===== src/rtl/mips_pkg.sv =====
// rtl/mips_pkg.sv - shared widths, opcode constants and fetch-state encoding
// Contents: INSTR_W/ADDR_W widths, NOP/HALT opcode constants,
//           fetch_state_t enumeration, is_halt() opcode helper.
package mips_pkg;

  localparam int INSTR_W = 16;
  localparam int ADDR_W  = 16;

  localparam logic [INSTR_W-1:0] NOP_WORD = 16'h0000;
  localparam logic [3:0]         HALT_OP  = 4'hF;

  typedef enum logic [1:0] {
    ST_FIRST  = 2'd0,
    ST_RUN    = 2'd1,
    ST_HALTED = 2'd2
  } fetch_state_t;

  function automatic logic is_halt(input logic [INSTR_W-1:0] instr,
                                   input logic [3:0]         op);
    return instr[INSTR_W-1:INSTR_W-4] == op;
  endfunction

endpackage


===== src/rtl/pc_reg.sv =====
// rtl/pc_reg.sv - fetch PC register with redirect/stall/hold priority mux
// Ports: clk, rst_n (async, active-low); redirect, redirect_pc: branch target load;
//        stall: freeze; hold: halted or halt being captured; pc: current fetch PC.
module pc_reg
  import mips_pkg::*;
#(
  parameter logic [ADDR_W-1:0] RESET_PC = 16'h0000
) (
  input  logic              clk,
  input  logic              rst_n,
  input  logic              redirect,
  input  logic [ADDR_W-1:0] redirect_pc,
  input  logic              stall,
  input  logic              hold,
  output logic [ADDR_W-1:0] pc
);

  // Redirect wins over everything, including stall and halt, so a resolved
  // branch can always pull the fetch stream out of a frozen or halted state.
  always_ff @(posedge clk or negedge rst_n) begin
    if (!rst_n) begin
      pc <= RESET_PC;
    end else if (redirect) begin
      pc <= {redirect_pc[ADDR_W-1:1], 1'b0};
    end else if (stall || hold) begin
      pc <= pc;
    end else begin
      pc <= pc + ADDR_W'(2);
    end
  end

endmodule


===== src/rtl/instruction_fetch.sv =====
// rtl/instruction_fetch.sv - fetch stage: PC, IF/ID register and fetch FSM
// Ports: clk, rst_n (async, active-low); stall, redirect, redirect_pc: control;
//        imem_addr/imem_instr: external instruction memory; pc; ifid_instr,
//        ifid_pc_plus2, ifid_valid: IF/ID register; halted: FSM is in HALTED.
module instruction_fetch
  import mips_pkg::*;
#(
  parameter logic [ADDR_W-1:0]  RESET_PC    = 16'h0000,
  parameter logic [INSTR_W-1:0] NOP_INSTR   = NOP_WORD,
  parameter logic [3:0]         HALT_OPCODE = HALT_OP
) (
  input  logic               clk,
  input  logic               rst_n,
  input  logic               stall,
  input  logic               redirect,
  input  logic [ADDR_W-1:0]  redirect_pc,
  output logic [ADDR_W-1:0]  imem_addr,
  input  logic [INSTR_W-1:0] imem_instr,
  output logic [ADDR_W-1:0]  pc,
  output logic [INSTR_W-1:0] ifid_instr,
  output logic [ADDR_W-1:0]  ifid_pc_plus2,
  output logic               ifid_valid,
  output logic               halted
);

  fetch_state_t      state;
  logic              halt_fetch;
  logic              pc_hold;
  logic [ADDR_W-1:0] pc_plus2;

  assign imem_addr  = pc;
  assign pc_plus2   = pc + ADDR_W'(2);
  assign halt_fetch = is_halt(imem_instr, HALT_OPCODE);
  // The halt word itself is captured, but the PC must not move past it.
  assign pc_hold    = (state == ST_HALTED) || halt_fetch;
  assign halted     = (state == ST_HALTED);

  pc_reg #(
    .RESET_PC(RESET_PC)
  ) u_pc_reg (
    .clk        (clk),
    .rst_n      (rst_n),
    .redirect   (redirect),
    .redirect_pc(redirect_pc),
    .stall      (stall),
    .hold       (pc_hold),
    .pc         (pc)
  );

  // ifid_pc_plus2 is left untouched on redirect and in HALTED: with valid low
  // its content is meaningless to decode, so there is no point toggling it.
  always_ff @(posedge clk or negedge rst_n) begin
    if (!rst_n) begin
      state         <= ST_FIRST;
      ifid_instr    <= NOP_INSTR;
      ifid_pc_plus2 <= '0;
      ifid_valid    <= 1'b0;
    end else if (redirect) begin
      state      <= ST_RUN;
      ifid_instr <= NOP_INSTR;
      ifid_valid <= 1'b0;
    end else if (stall) begin
      state <= state;
    end else if (state == ST_HALTED) begin
      ifid_instr <= NOP_INSTR;
      ifid_valid <= 1'b0;
    end else begin
      ifid_instr    <= imem_instr;
      ifid_pc_plus2 <= pc_plus2;
      ifid_valid    <= 1'b1;
      state         <= halt_fetch ? ST_HALTED : ST_RUN;
    end
  end

endmodule


===== config.mk =====
export PLATFORM = sky130hd
export DESIGN_NAME = instruction_fetch
export DESIGN_NICKNAME = d
export VERILOG_FILES = /design/src/rtl/mips_pkg.sv /design/src/rtl/pc_reg.sv /design/src/rtl/instruction_fetch.sv
export SDC_FILE = /design/constraint.sdc
export NUM_CORES = 1
export LEC_CHECK = 0
export CAP_MARGIN = 30
export CORE_UTILIZATION = 28
export DETAILED_ROUTE_END_ITERATION = 6
export PLACE_DENSITY = 0.52
export SYNTH_ARGS = -nofsm -noshare
export SYNTH_HDL_FRONTEND = slang
export SYNTH_HIERARCHICAL = 1
export SYNTH_SLANG_ARGS = --single-unit

===== constraint.sdc =====
create_clock -name clk -period 3.8 [get_ports clk]
set_input_delay 0.76 -clock clk [delete_from_list [all_inputs] [get_ports clk]]
set_output_delay 0.76 -clock clk [all_outputs]
set_load 0.05 [all_outputs]

=== After elaboration in Yosys (flattened, before gate mapping) ===
Index checks and enable logic that the tools add are counted.

* Register bits after elaboration: 51
* Bits of input ports: 36
* Output and inout port bits: 66
* Word-level logic and storage cells: 30

* Add/sub/neg operators: 1
* Equality and inequality tests: 5
* Mux-type cells: 12
* Bitwise gates (word level): 3
* Reductions and logical operators: 4

{| class="wikitable"
|+ Operators with widths
! operator !! number
|-
| two-way mux 16 bit || 5
|-
| adder 16 x 2 -> 16 bit, second input constant || 1
|-
| two-way mux 2 bit || 4
|-
| equality test 4 bit, second input constant || 1
|-
| inequality test 2 bit, second input constant || 2
|-
| two-way mux 1 bit || 3
|-
| inverter 1 bit || 3
|-
| AND reduction 3 bit || 1
|-
| equality test 2 bit, second input constant || 1
|-
| logical OR 1 bit || 2
|-
| inequality test 2 x 1 -> 1 bit, second input constant || 1
|-
| AND reduction 2 bit || 1
|}

=== Longest topological paths before layout ===
Gate-level depths: netlist of run 1.

* Word-level depth: 5
* Mapped depth: 6

=== Cells and area by module ===
The synthesis of run 1 kept the hierarchy.

{| class="wikitable"
|+ Modules (own cells, without submodules)
! module !! instances !! cells each !! area each (um2) !! seq. area each (um2)
|-
| instruction_fetch || 1 || 153 || 1705.4 || 875.8
|-
| pc_reg || 1 || 110 || 972.2 || 375.4
|}

=== Worst setup path before layout of run 1 ===
Ideal clock, no wire load.

* Path type: flip-flop to flip-flop
* Start point: reg state[1]
* End point: reg u_pc_reg.pc[9]
* Setup time: 0.082 ns
* Arrival: 2.167 ns
* Data required time: 3.718 ns
* Setup slack: 1.551 ns
* Stages on the path, launching flop included: 7
* Path buffers: 1
* Clock period less this slack: 2.249 ns
* Path through: dfrtp_1 -> nor2b_1 -> nand2b_1 -> or3b_4 -> buf_6 -> or4_1 -> a31oi_1

* Word-level cells in the longest chain between the ends: 4

{| class="wikitable"
|+ RTL lines
! element !! RTL line !! source
|-
| from (decl) || instruction_fetch.sv:26 || <nowiki>fetch_state_t state;</nowiki>
|-
| from (signal assigned) || instruction_fetch.sv:63 || <nowiki>state <= state;</nowiki>
|-
| from (signal assigned) || instruction_fetch.sv:71 || <nowiki>state <= halt_fetch ? ST_HALTED : ST_RUN;</nowiki>
|-
| equality test 2 bit || n/a ||
|-
| net halted || instruction_fetch.sv:23 || <nowiki>output logic halted</nowiki>
|-
| logical OR 1 bit || instruction_fetch.sv:35 || <nowiki>assign pc_hold = (state == ST_HALTED) || halt_fetch;</nowiki>
|-
| net pc_hold || instruction_fetch.sv:28 || <nowiki>logic pc_hold;</nowiki>
|-
| logical OR 1 bit || pc_reg.sv:25 || <nowiki>end else if (stall || hold) begin</nowiki>
|-
| inequality test 2 bit (no line) || n/a ||
|-
| to (signal assigned) || pc_reg.sv:24 || <nowiki>pc <= {redirect_pc[ADDR_W-1:1], 1'b0};</nowiki>
|-
| to (signal assigned) || pc_reg.sv:26 || <nowiki>pc <= pc;</nowiki>
|-
| to (signal assigned) || pc_reg.sv:28 || <nowiki>pc <= pc + ADDR_W'(2);</nowiki>
|-
| to (decl) || pc_reg.sv:15 || <nowiki>output logic [ADDR_W-1:0] pc</nowiki>
|}

The timed path passes the listed nets, and every way through them passes these cells.
A chain may end at the register's enable or synchronous reset.

=== Worst setup path in the final report of run 1 ===
* Start point: reg u_pc_reg.pc[6]
* End point: out pc[6]

{| class="wikitable"
|+ RTL lines
! element !! RTL line !! source
|-
| to (decl) || instruction_fetch.sv:19 || <nowiki>output logic [ADDR_W-1:0] pc,</nowiki>
|}

No word-level cell between the ends.

==> summary.md, run 1 <==
| Metric | Value |
|---|---|
| Status | finished, final reports clean |
| Initial Utilization | 29.0% |
| Flop2flop setup slack | 1.70 ns |
| Hold_sp | ifid_valid |
| Nets | 383 |
| Max-Cap Viols | 0 |
| Die H | 99.8 um |
| Grt total ovfl | 0 |
| Slew margin rel. | 42.1% |
| GRT Util Overall | 15.3% |
| Post-route minimum period | 2.72 ns |
| Most common cell after layout, fill and taps aside | clkdlybuf4s50_1 |
| Number of flops mapped to enable cells by yosys | 0 |
| H-tree levels | 2 |
| Core ar. | 0.00924 mm^2 |
| TritonCTS Sinks | 50 |
| Antenna-violating nets left | 0 |
| Antenna fix cells | 0 |
| Final Hold Viols | 0 |
| # DRC | 0 |
| Post-Layout Cell Count | 475 |
| Buffers on Ports | 98 |
| GP Congestion | 0.768 |
| CTS Buffer Depth | 2 |
| Iteration-0 DRC count of the detailed router | 88 |
| Crit path launch type | register |
| Row Count | 35 |
| RR Startpoint | state[1] |
| HP Class | register to register |
| Placed instance count | 467 |
| CP peak stage delay | 0.93 ns |
| Crit path depth | 1 |
| Synthesized instance count | 263 |
| CTS buffer count | 5 |
| Critical path arrival | 1.96 ns |
| Worst-path fanout max | 14 |
| Fin worst setup slack | 1.08 ns |
| DP HPWL | 5140 um |
| Seq. cell area | 0.00125 mm^2 |
| Reg clk slew, reported paths | 0.11 ns |
| Pre-antenna DRT Iters | 4 |
| Vias after detailed routing | 2287 |
| Post-CTS setup buffers | 0 |
| Tightest Pin Transition | 0.868 ns |
| FILL cells | 908 |
| Worst slack, placed | 0.930 ns |
| Cts hold-fix bufs | 0 |
| Clock latency on the worst-skew pair | 0.31 ns |
| Combinational Power Share | 36.6% |
| Yosys reg bits | 50 |
| Leak | 1.45 nW |
| Post-CTS sizing | 0 |
| Internal | 0.00101 W |
| FF-to-FF End | u_pc_reg/pc[8] |
| Tot Pwr | 0.00169 W |
| CP max-delay cell | clkdlybuf4s50_1 |
| Avg Cell Area, Syn | 10.2 um^2 |
| Synth warnings | 6 |
| Post-Route WL | 7410 um |
| R2R depth | 5 |
| Pwr dens | 445 mW/mm^2 |
| Die Wd | 99.8 um |
| Worst Hold Depth | 1 |
| Clock power share | 23.5% |
| Sequential Power Share | 39.9% |
| Psw | 0.000678 W |
| Area of the multi-input gates | 0.00122 mm^2 |
| Ys async rst share | 100% |
| First-pass GRT wire length | 12000 um |
| Worst Skew | 0.0121 ns |
| Drt via density | 4.81 |
| CP Class | register to output pin |
| I/O pin count | 102 |
| Die area | 0.00996 mm^2 |
| Ys flop type | dfrtp_1 |
| Largest net degree at the start of global routing | 39 |
| Fraction of the yosys area taken by sequential cells | 46.7% |
| Final worst-path cycle share | 71.5% |
| Antenna violations before repair | 0 |
| Data required, critical path | 3.04 ns |
| Most frequent cells in the layout | 97 x clkdlybuf4s50_1, 50 x dfrtp_1, 27 x nor2_1 |
| Vias in the first global route | 2225 |
| Wire per inst | 15.6 um |
| Root Driver | clkbuf_8 |
| Worst-path cell chain | clkdlybuf4s50_1 |
| Max VDD drop | 0.179 mV |
| Synth Cell Area | 0.00268 mm^2 |
| Max Slew Vio Count | 0 |
| Post-synth cell types | 47 |
| WHS Endpoint | ifid_valid |
| Achievable Freq | 0.368 GHz |
| Critical Path Sink Type | output pin |
| Net Sw Frac | 40.2% |
| CTS tree | yes |
| RSZ-0062 raised after global routing | false |
| Final setup TNS | 0 ns |
| Share of cells above drive strength 1 | 8.67% |
| WP buf/inv | 1 |
| Final setup vio count | 0 |
| Syn_nets | 301 |
| Area growth, synth to finish | 41.4% |
| Delay-heaviest family, CP | buffers and inverters |
-- layer usage --
metal	GRT usage (%)	part of all wire, %
met2	25.3	47
met5	0	0
met3	1.88	3.1
met1	21.4	49
met4	3.73	1.1
-- cell families after synthesis --
| logic type | count (synthesis) | share of synthesized area (%) |
|---|---|---|
| compound gates | 59 | 16.0 |
| xor+xnor | 15 | 4.91 |
| fa+ha+maj | 2 | 0.934 |
| buf+inv | 33 | 7.52 |
| flops | 50 | 46.7 |
| mux | 4 | 1.59 |
| other cells | 1 | 0.140 |
| simple gates | 99 | 22.2 |
-- synthesized netlist by cell type (2+ instances only) --
cell / count / area (um^2)
nand2b_1: 2 / 12.5
xnor2_1: 11 / 96.3
mux2i_1: 2 / 20.0
a21oi_1: 11 / 55.1
or2_2: 4 / 25.0
ha_1: 2 / 25.0
nor3_1: 4 / 20.0
inv_1: 4 / 15.0
a31oi_1: 7 / 43.8
nand4_1: 11 / 68.8
or3_2: 2 / 15.0
mux2_1: 2 / 22.5
buf_2: 5 / 25.0
nor2b_1: 6 / 37.5
a22o_1: 16 / 140
nand3_1: 7 / 35.0
clkbuf_1: 5 / 18.8
nor2_1: 27 / 101
xor2_1: 4 / 35.0
o21ai_0: 5 / 25.0
a21oi_2: 3 / 26.3
o211ai_1: 4 / 30.0
o31ai_1: 5 / 37.5
or4_1: 8 / 60.1
buf_4: 17 / 128
nor4_2: 2 / 25.0
nand2_1: 14 / 52.6
dfrtp_1: 50 / 1250
nand4bb_1: 2 / 22.5
o41ai_1: 4 / 35.0
-- cell type report --
| cell class | count | share of cell area [%] |
|---|---|---|
| Timing Repair Buffer | 103 | 26.8 |
| Multi-Input combinational cell | 180 | 32.4 |
| Clock buffer | 5 | 1.82 |
| Clock inverter | 3 | 1.26 |
| Tap cell | 129 | 4.26 |
| Sequential cell | 50 | 33.0 |
| Inverter | 5 | 0.496 |
-- metrics by stage --
step / utilization (%) / hold WS [ns] / cell area (um^2)
global route: 41.0 / 0.516 / 3790
finish: 41.0 / 0.484 / 3790
CTS: 41.0 / 0.491 / 3790
detailed placement: 39.7 / 0.466 / 3670
global placement: 39.7 / 0.460 / 3670
floorplan: - / 0.464 / 2680
-- how the worst max path moves through the flow --
stage                              start        endpoint  slack [ns]
final                     u_pc_reg/pc[6]           pc[6]        1.08
after global routing      u_pc_reg/pc[3]    imem_addr[3]         1.0
after CTS                 u_pc_reg/pc[3]           pc[3]        1.06
after detailed placement  imem_instr[15]  u_pc_reg/pc[8]        0.93
after global placement    imem_instr[15]  u_pc_reg/pc[8]        0.98
after floorplan                 state[1]  u_pc_reg/pc[9]        1.55
-- power by group through the flow --
stage	clock network [W]	registers [W]	logic (W)
floorplan	0	0.000860	0.000220
global placement	0	0.000683	0.000619
detailed placement	0	0.000683	0.000622
CTS	0.000410	0.000673	0.000624
global route	0.000432	0.000684	0.000651
finish	0.000396	0.000672	0.000618
Note: power is estimated with default switching activity, not from simulation.
==> run 2, diff against run 1 <==
- clock period: 3.8 -> 2.83 ns (I/O delays scaled with it)
==> run 2 against run 1 <==
Compared with the run above:
- worst hold slack worse by 0.26 ns
- clock-buffer cell count stayed put
- cell count increased by 0.84%
- routed wire length is 1.9% lower
- register-to-register slack worse by 0.95 ns
- non-clock buffer count increased by 4
- via count up 0.74%
- total power up 35%
- global-route usage grew 0.060 points
- utilization rose by 0.60 points
- combinational power increased by 39%
- critical endpoint is now imem_addr[7]
- largest cell class unchanged
- highest routed layer unchanged
==> summary.md, run 2 (synthesized netlist as in run 1, its figures left out) <==
| Metric | Value |
|---|---|
| Share of cells above drive strength 1 | 9.71% (was 8.67%) |
| CP Class | register to output pin (unchanged) |
| WP buf/inv | 1 (unchanged) |
| RSZ-0062 raised after global routing | false (unchanged) |
| Combinational Power Share | 37.7% (was 36.6%) |
| Die Wd | 99.8 um (unchanged) |
| Antenna fix cells | 0 (unchanged) |
| Area growth, synth to finish | 43.5% (was 41.4%) |
| Pwr dens | 592 mW/mm^2 (was 445 mW/mm^2) |
| Worst-path cell chain | clkdlybuf4s50_1 (unchanged) |
| # DRC | 0 (unchanged) |
| DP HPWL | 5090 um (was 5140 um) |
| GP Congestion | 0.731 (was 0.768) |
| Largest net degree at the start of global routing | 51 (was 39) |
| Internal | 0.00136 W (was 0.00101 W) |
| Post-CTS setup buffers | 0 (unchanged) |
| HP Class | primary input to async pin (was register to register) |
| Drt via density | 4.81 (about the same) |
| Max-Cap Viols | 0 (unchanged) |
| Nets | 387 (was 383) |
| Vias in the first global route | 2326 (was 2225) |
| Post-route minimum period | 2.53 ns |
| Die H | 99.8 um (unchanged) |
| Die area | 0.00996 mm^2 (unchanged) |
| Sequential Power Share | 39.0% (was 39.9%) |
| Antenna violations before repair | 0 (unchanged) |
| Root Driver | clkbuf_8 (unchanged) |
| Tightest Pin Transition | 0.602 ns (was 0.868 ns) |
| Clock power share | 23.3% (was 23.5%) |
| CP peak stage delay | 0.92 ns (was 0.93 ns) |
| Post-CTS sizing | 0 (unchanged) |
| Leak | 1.48 nW (was 1.45 nW) |
| Buffers on Ports | 98 (unchanged) |
| TritonCTS Sinks | 50 (unchanged) |
| CTS tree | yes (unchanged) |
| Post-Layout Cell Count | 479 (was 475) |
| Crit path launch type | register (unchanged) |
| GRT Util Overall | 15.4% (was 15.3%) |
| Grt total ovfl | 0 (unchanged) |
| Final setup TNS | 0 ns (unchanged) |
| I/O pin count | 102 (unchanged) |
| Net Sw Frac | 40.0% (was 40.2%) |
| Data required, critical path | 2.26 ns (was 3.04 ns) |
| Placed instance count | 471 (was 467) |
| CTS buffer count | 5 (unchanged) |
| Delay-heaviest family, CP | buffers and inverters (unchanged) |
| First-pass GRT wire length | 11900 um (was 12000 um) |
| H-tree levels | 2 (unchanged) |
| Most common cell after layout, fill and taps aside | clkdlybuf4s50_1 (unchanged) |
| Clock latency on the worst-skew pair | 0.31 ns (about the same) |
| Cts hold-fix bufs | 0 (unchanged) |
| Slew margin rel. | 59.9% (was 42.1%) |
| Critical path arrival | 1.97 ns (was 1.96 ns) |
| Final Hold Viols | 0 (unchanged) |
| Antenna-violating nets left | 0 (unchanged) |
| Psw | 0.000909 W (was 0.000678 W) |
| Critical Path Sink Type | output pin (unchanged) |
| Final setup vio count | 0 (unchanged) |
| Pre-antenna DRT Iters | 6 (was 4) |
| Initial Utilization | 29.0% (unchanged) |
| Worst-path fanout max | 14 (unchanged) |
| Wire per inst | 15.2 um (was 15.6 um) |
| CP max-delay cell | clkdlybuf4s50_1 (unchanged) |
| Final Core Density | 41.6% (was 41.0%) |
| Max Slew Vio Count | 0 (unchanged) |
| Reg clk slew, reported paths | 0.10 ns (was 0.11 ns) |
| Status | finished, final reports clean (unchanged) |
| Hold Slack | 0.228 ns (was 0.484 ns) |
| CTS Buffer Depth | 2 (unchanged) |
| Vias after detailed routing | 2304 (was 2287) |
| Max VDD drop | 0.252 mV (was 0.179 mV) |
| Row Count | 35 (unchanged) |
| Final worst-path cycle share | 89.6% |
| Post-Route WL | 7270 um (was 7410 um) |
| Most frequent cells in the layout | 97 x clkdlybuf4s50_1, 50 x dfrtp_1, 27 x nor2_1 (unchanged) |
| Achievable Freq | 0.394 GHz |
| Core ar. | 0.00924 mm^2 (unchanged) |
| Worst Skew | 0.0101 ns (was 0.0121 ns) |
| Iteration-0 DRC count of the detailed router | 71 (was 88) |
run 2: changes by cell type in the layout (fill, tap and decap cells not counted):
cell	change
buf_4	+2
buf_12	+2
run 2: final timing paths:
check                           cells past startpoint           endpoint           start  slack, ns
worst min-delay path                                2  ifid_pc_plus2[11]           rst_n       0.23
worst max-delay path                                1       imem_addr[7]  u_pc_reg/pc[7]       0.30
worst min register to register                      1         ifid_valid      ifid_valid       0.49
min in group clk                                    1         ifid_valid      ifid_valid       0.49
max in group asynchronous                           2    u_pc_reg/pc[14]           rst_n       2.35
worst max register to register                      5    u_pc_reg/pc[10]        state[1]       0.75
run 2: layer usage:
| layer | global-route usage (%) | vias up | routed length, um |
|---|---|---|---|
| li1 | - | 1125 | - |
| met1 | 21.2 | 1113 | 3390 |
| met2 | 25.2 | 64 | 3610 |
| met3 | 2.09 | 2 | 257 |
| met4 | 4.52 | 0 | 14 |
| met5 | 0 | - | 0 |
run 2: power by group through the flow:
stage,logic (W),registers [W],clock network (W)
floorplan,0.000295,0.00116,0
global placement,0.000859,0.000902,0
detailed placement,0.000862,0.000903,0
CTS,0.000865,0.000888,0.000554
global route,0.000908,0.000902,0.000588
finish,0.000858,0.000887,0.000529
run 2: cell type report:
class	count	area (um^2)
timing repair buffer	107	1070
tap	129	161
inverter	5	18.8
clock buffer	5	68.8
clock inverter	3	47.5
multi-input combinational	180	1220
sequential	50	1250
fill	927	5400
run 2: stage by stage:
stage / worst slack (ns) / total power [W] / instance area (um^2)
floorplan: 0.581 / 0.00145 / 2680
global placement: 0.210 / 0.00176 / 3720
detailed placement: 0.198 / 0.00176 / 3720
CTS: 0.292 / 0.00231 / 3840
global route: 0.235 / 0.00240 / 3840
finish: 0.295 / 0.00227 / 3840
==> run 3, diff against run 2 <==
- DONT_BUFFER_PORTS: unset -> 1
- PLACE_DENSITY: 0.52 -> 0.38
==> run 3 against run 2 <==
Compared with the run above:
- utilization shrank 9.7 points
- routed wire length shrank 2.2%
- largest cell class unchanged
- non-clock buffer count shrank 87
- worst setup slack gained 0.46 ns
- total power shrank 8.9%
- worst hold slack lost 0.15 ns
- die area is the same
- largest power group unchanged
==> summary.md, run 3 (synthesized netlist as in run 1, its figures left out) <==
| Metric | Value |
|---|---|
| Largest net degree at the start of global routing | 51 (unchanged) |
| Row Count | 35 (unchanged) |
| DP HPWL | 4880 um (was 5090 um) |
| CTS buffer count | 5 (unchanged) |
| Critical Path Sink Type | register (was output pin) |
| RSZ-0062 raised after global routing | false (unchanged) |
| Drt via density | 5.04 (was 4.81) |
| Internal | 0.00118 W (was 0.00136 W) |
| Area of the multi-input gates | 0.00122 mm^2 (unchanged) |
| Antenna fix cells | 0 (unchanged) |
| # DRC | 0 (unchanged) |
| Pwr dens | 704 mW/mm^2 (was 592 mW/mm^2) |
| Wire per inst | 18.1 um (was 15.2 um) |
| GP Congestion | 0.715 (was 0.731) |
| Grt total ovfl | 0 (unchanged) |
| Worst-path fanout max | 12 (was 14) |
| Core ar. | 0.00924 mm^2 (unchanged) |
| GRT Util Overall | 14.6% (was 15.4%) |
| First-pass GRT wire length | 11300 um (was 11900 um) |
| Final worst-path cycle share | 73.2% (was 89.6%) |
| Antenna-violating nets left | 0 (unchanged) |
| Root Driver | clkbuf_8 (unchanged) |
| Tightest Pin Transition | 0.983 ns (was 0.602 ns) |
| Final Hold Viols | 0 (unchanged) |
| Vias after detailed routing | 1975 (was 2304) |
| Post-route minimum period | 2.07 ns (was 2.53 ns) |
| Iteration-0 DRC count of the detailed router | 47 (was 71) |
| Psw | 0.000887 W (was 0.000909 W) |
| Post-CTS setup buffers | 0 (unchanged) |
| Seq. cell area | 0.00125 mm^2 (unchanged) |
| CTS tree | yes (unchanged) |
| Clock power share | 26.2% (was 23.3%) |
| H-tree levels | 2 (unchanged) |
| Post-Route WL | 7110 um (was 7270 um) |
| Reg clk slew, reported paths | 0.11 ns (was 0.10 ns) |
| Max VDD drop | 0.340 mV (was 0.252 mV) |
| CP Class | register to register (was register to output pin) |
| Clock latency on the worst-skew pair | 0.31 ns (about the same) |
| Critical path arrival | 2.31 ns (was 1.97 ns) |
| Pre-antenna DRT Iters | 4 (was 6) |
| Worst Skew | 0.00893 ns (was 0.0101 ns) |
| Slew margin rel. | 34.5% (was 59.9%) |
| TritonCTS Sinks | 50 (unchanged) |
| Max Slew Vio Count | 0 (unchanged) |
| Die H | 99.8 um (unchanged) |
| Most common cell after layout, fill and taps aside | dfrtp_1 (was clkdlybuf4s50_1) |
| Net Sw Frac | 42.8% (was 40.0%) |
| Final setup TNS | 0 ns (unchanged) |
| Achievable Freq | 0.483 GHz (was 0.394 GHz) |
| Nets | 300 (was 387) |
| Final setup vio count | 0 (unchanged) |
| Initial Utilization | 29.0% (unchanged) |
| Most frequent cells in the layout | 50 x dfrtp_1, 27 x nor2_1, 19 x buf_4 (was 97 x clkdlybuf4s50_1, 50 x dfrtp_1, 27 x nor2_1) |
| Max-Cap Viols | 0 (unchanged) |
| FILL cells | 956 (was 927) |
| Die Wd | 99.8 um (unchanged) |
| Share of cells above drive strength 1 | 16.7% (was 9.71%) |
| Die area | 0.00996 mm^2 (unchanged) |
| Leak | 1.15 nW (was 1.48 nW) |
| Buffers on Ports | 0 (was 98) |
| Area growth, synth to finish | 9.91% (was 43.5%) |
| I/O pin count | 102 (unchanged) |
| HP Class | primary input to async pin (unchanged) |
| Tot Pwr | 0.00207 W (was 0.00227 W) |
| Crit path launch type | register (unchanged) |
| Status | finished, final reports clean (unchanged) |
| Data required, critical path | 3.07 ns (was 2.26 ns) |
| Combinational Power Share | 21.7% (was 37.7%) |
| Vias in the first global route | 2004 (was 2326) |
| Sequential Power Share | 52.1% (was 39.0%) |
| Antenna violations before repair | 0 (unchanged) |
| CTS Buffer Depth | 2 (unchanged) |
[run 3: power by group through the flow]
stage	Sequential, W	Combinational [W]	Clock (W)
after global routing	0.00110	0.000486	0.000599
after floorplan	0.00116	0.000295	0
after global placement	0.00110	0.000432	0
after detailed placement	0.00110	0.000436	0
after CTS	0.00108	0.000457	0.000571
final	0.00108	0.000449	0.000543
[run 3: cell type report]
class,instances,area share [%]
Sequential cell,50,42.5
Multi-Input combinational cell,180,41.6
Timing Repair Buffer,20,5.78
Tap cell,129,5.48
Clock buffer,5,2.34
Clock inverter,3,1.62
Inverter,5,0.638
[run 3: path summary, 6_finish.rpt]
kind / from / end / slack [ns] / depth (start not counted)
min reg2reg: state[1] / state[1] / 0.55 / 2
min in group clk: redirect / state[1] / 0.31 / 1
max reg2reg: state[1] / u_pc_reg/pc[8] / 0.76 / 5
min: rst_n / ifid_instr[10] / 0.08 / 1
max in group asynchronous: rst_n / ifid_instr[0] / 2.48 / 1
max: state[1] / u_pc_reg/pc[8] / 0.76 / 5
[run 3: what timing repair did]
| item | 4_1_cts | 5_1_grt |
|---|---|---|
| hold endpoints to repair | 50 | 0 |
| resized for setup | 0 | 0 |
| hold buffers | 1 | 0 |
[run 3: stage by stage]
stage	std cells	area (um^2)	utilization (%)	hold slack [ns]	worst slack (ns)
floorplan	263	2680	-	0.270	0.581
global placement	383	2800	30.3	0.272	0.634
detailed placement	383	2800	30.3	0.272	0.620
CTS	392	2940	31.8	0.104	0.755
global route	392	2940	31.8	0.0749	0.649
finish	392	2940	31.8	0.0795	0.758
[run 3: layer usage]
| layer | share of wire, % | vias up | GRT usage [%] |
|---|---|---|---|
| met3 | 5.6 | 4 | 3.55 |
| li1 | - | 944 | - |
| met5 | 0 | - | 0 |
| met1 | 48 | 971 | 19.7 |
| met2 | 46 | 56 | 23.5 |
| met4 | 0.66 | 0 | 3.51 |
[run 3: critical path, cell delays in order, from the launching register on]
cell and delay [ns]:
dfrtp_1 0.40, nor2b_1 0.14, nand2b_1 0.26, or3b_4 0.52, or4_1 0.51, a31oi_1 0.17
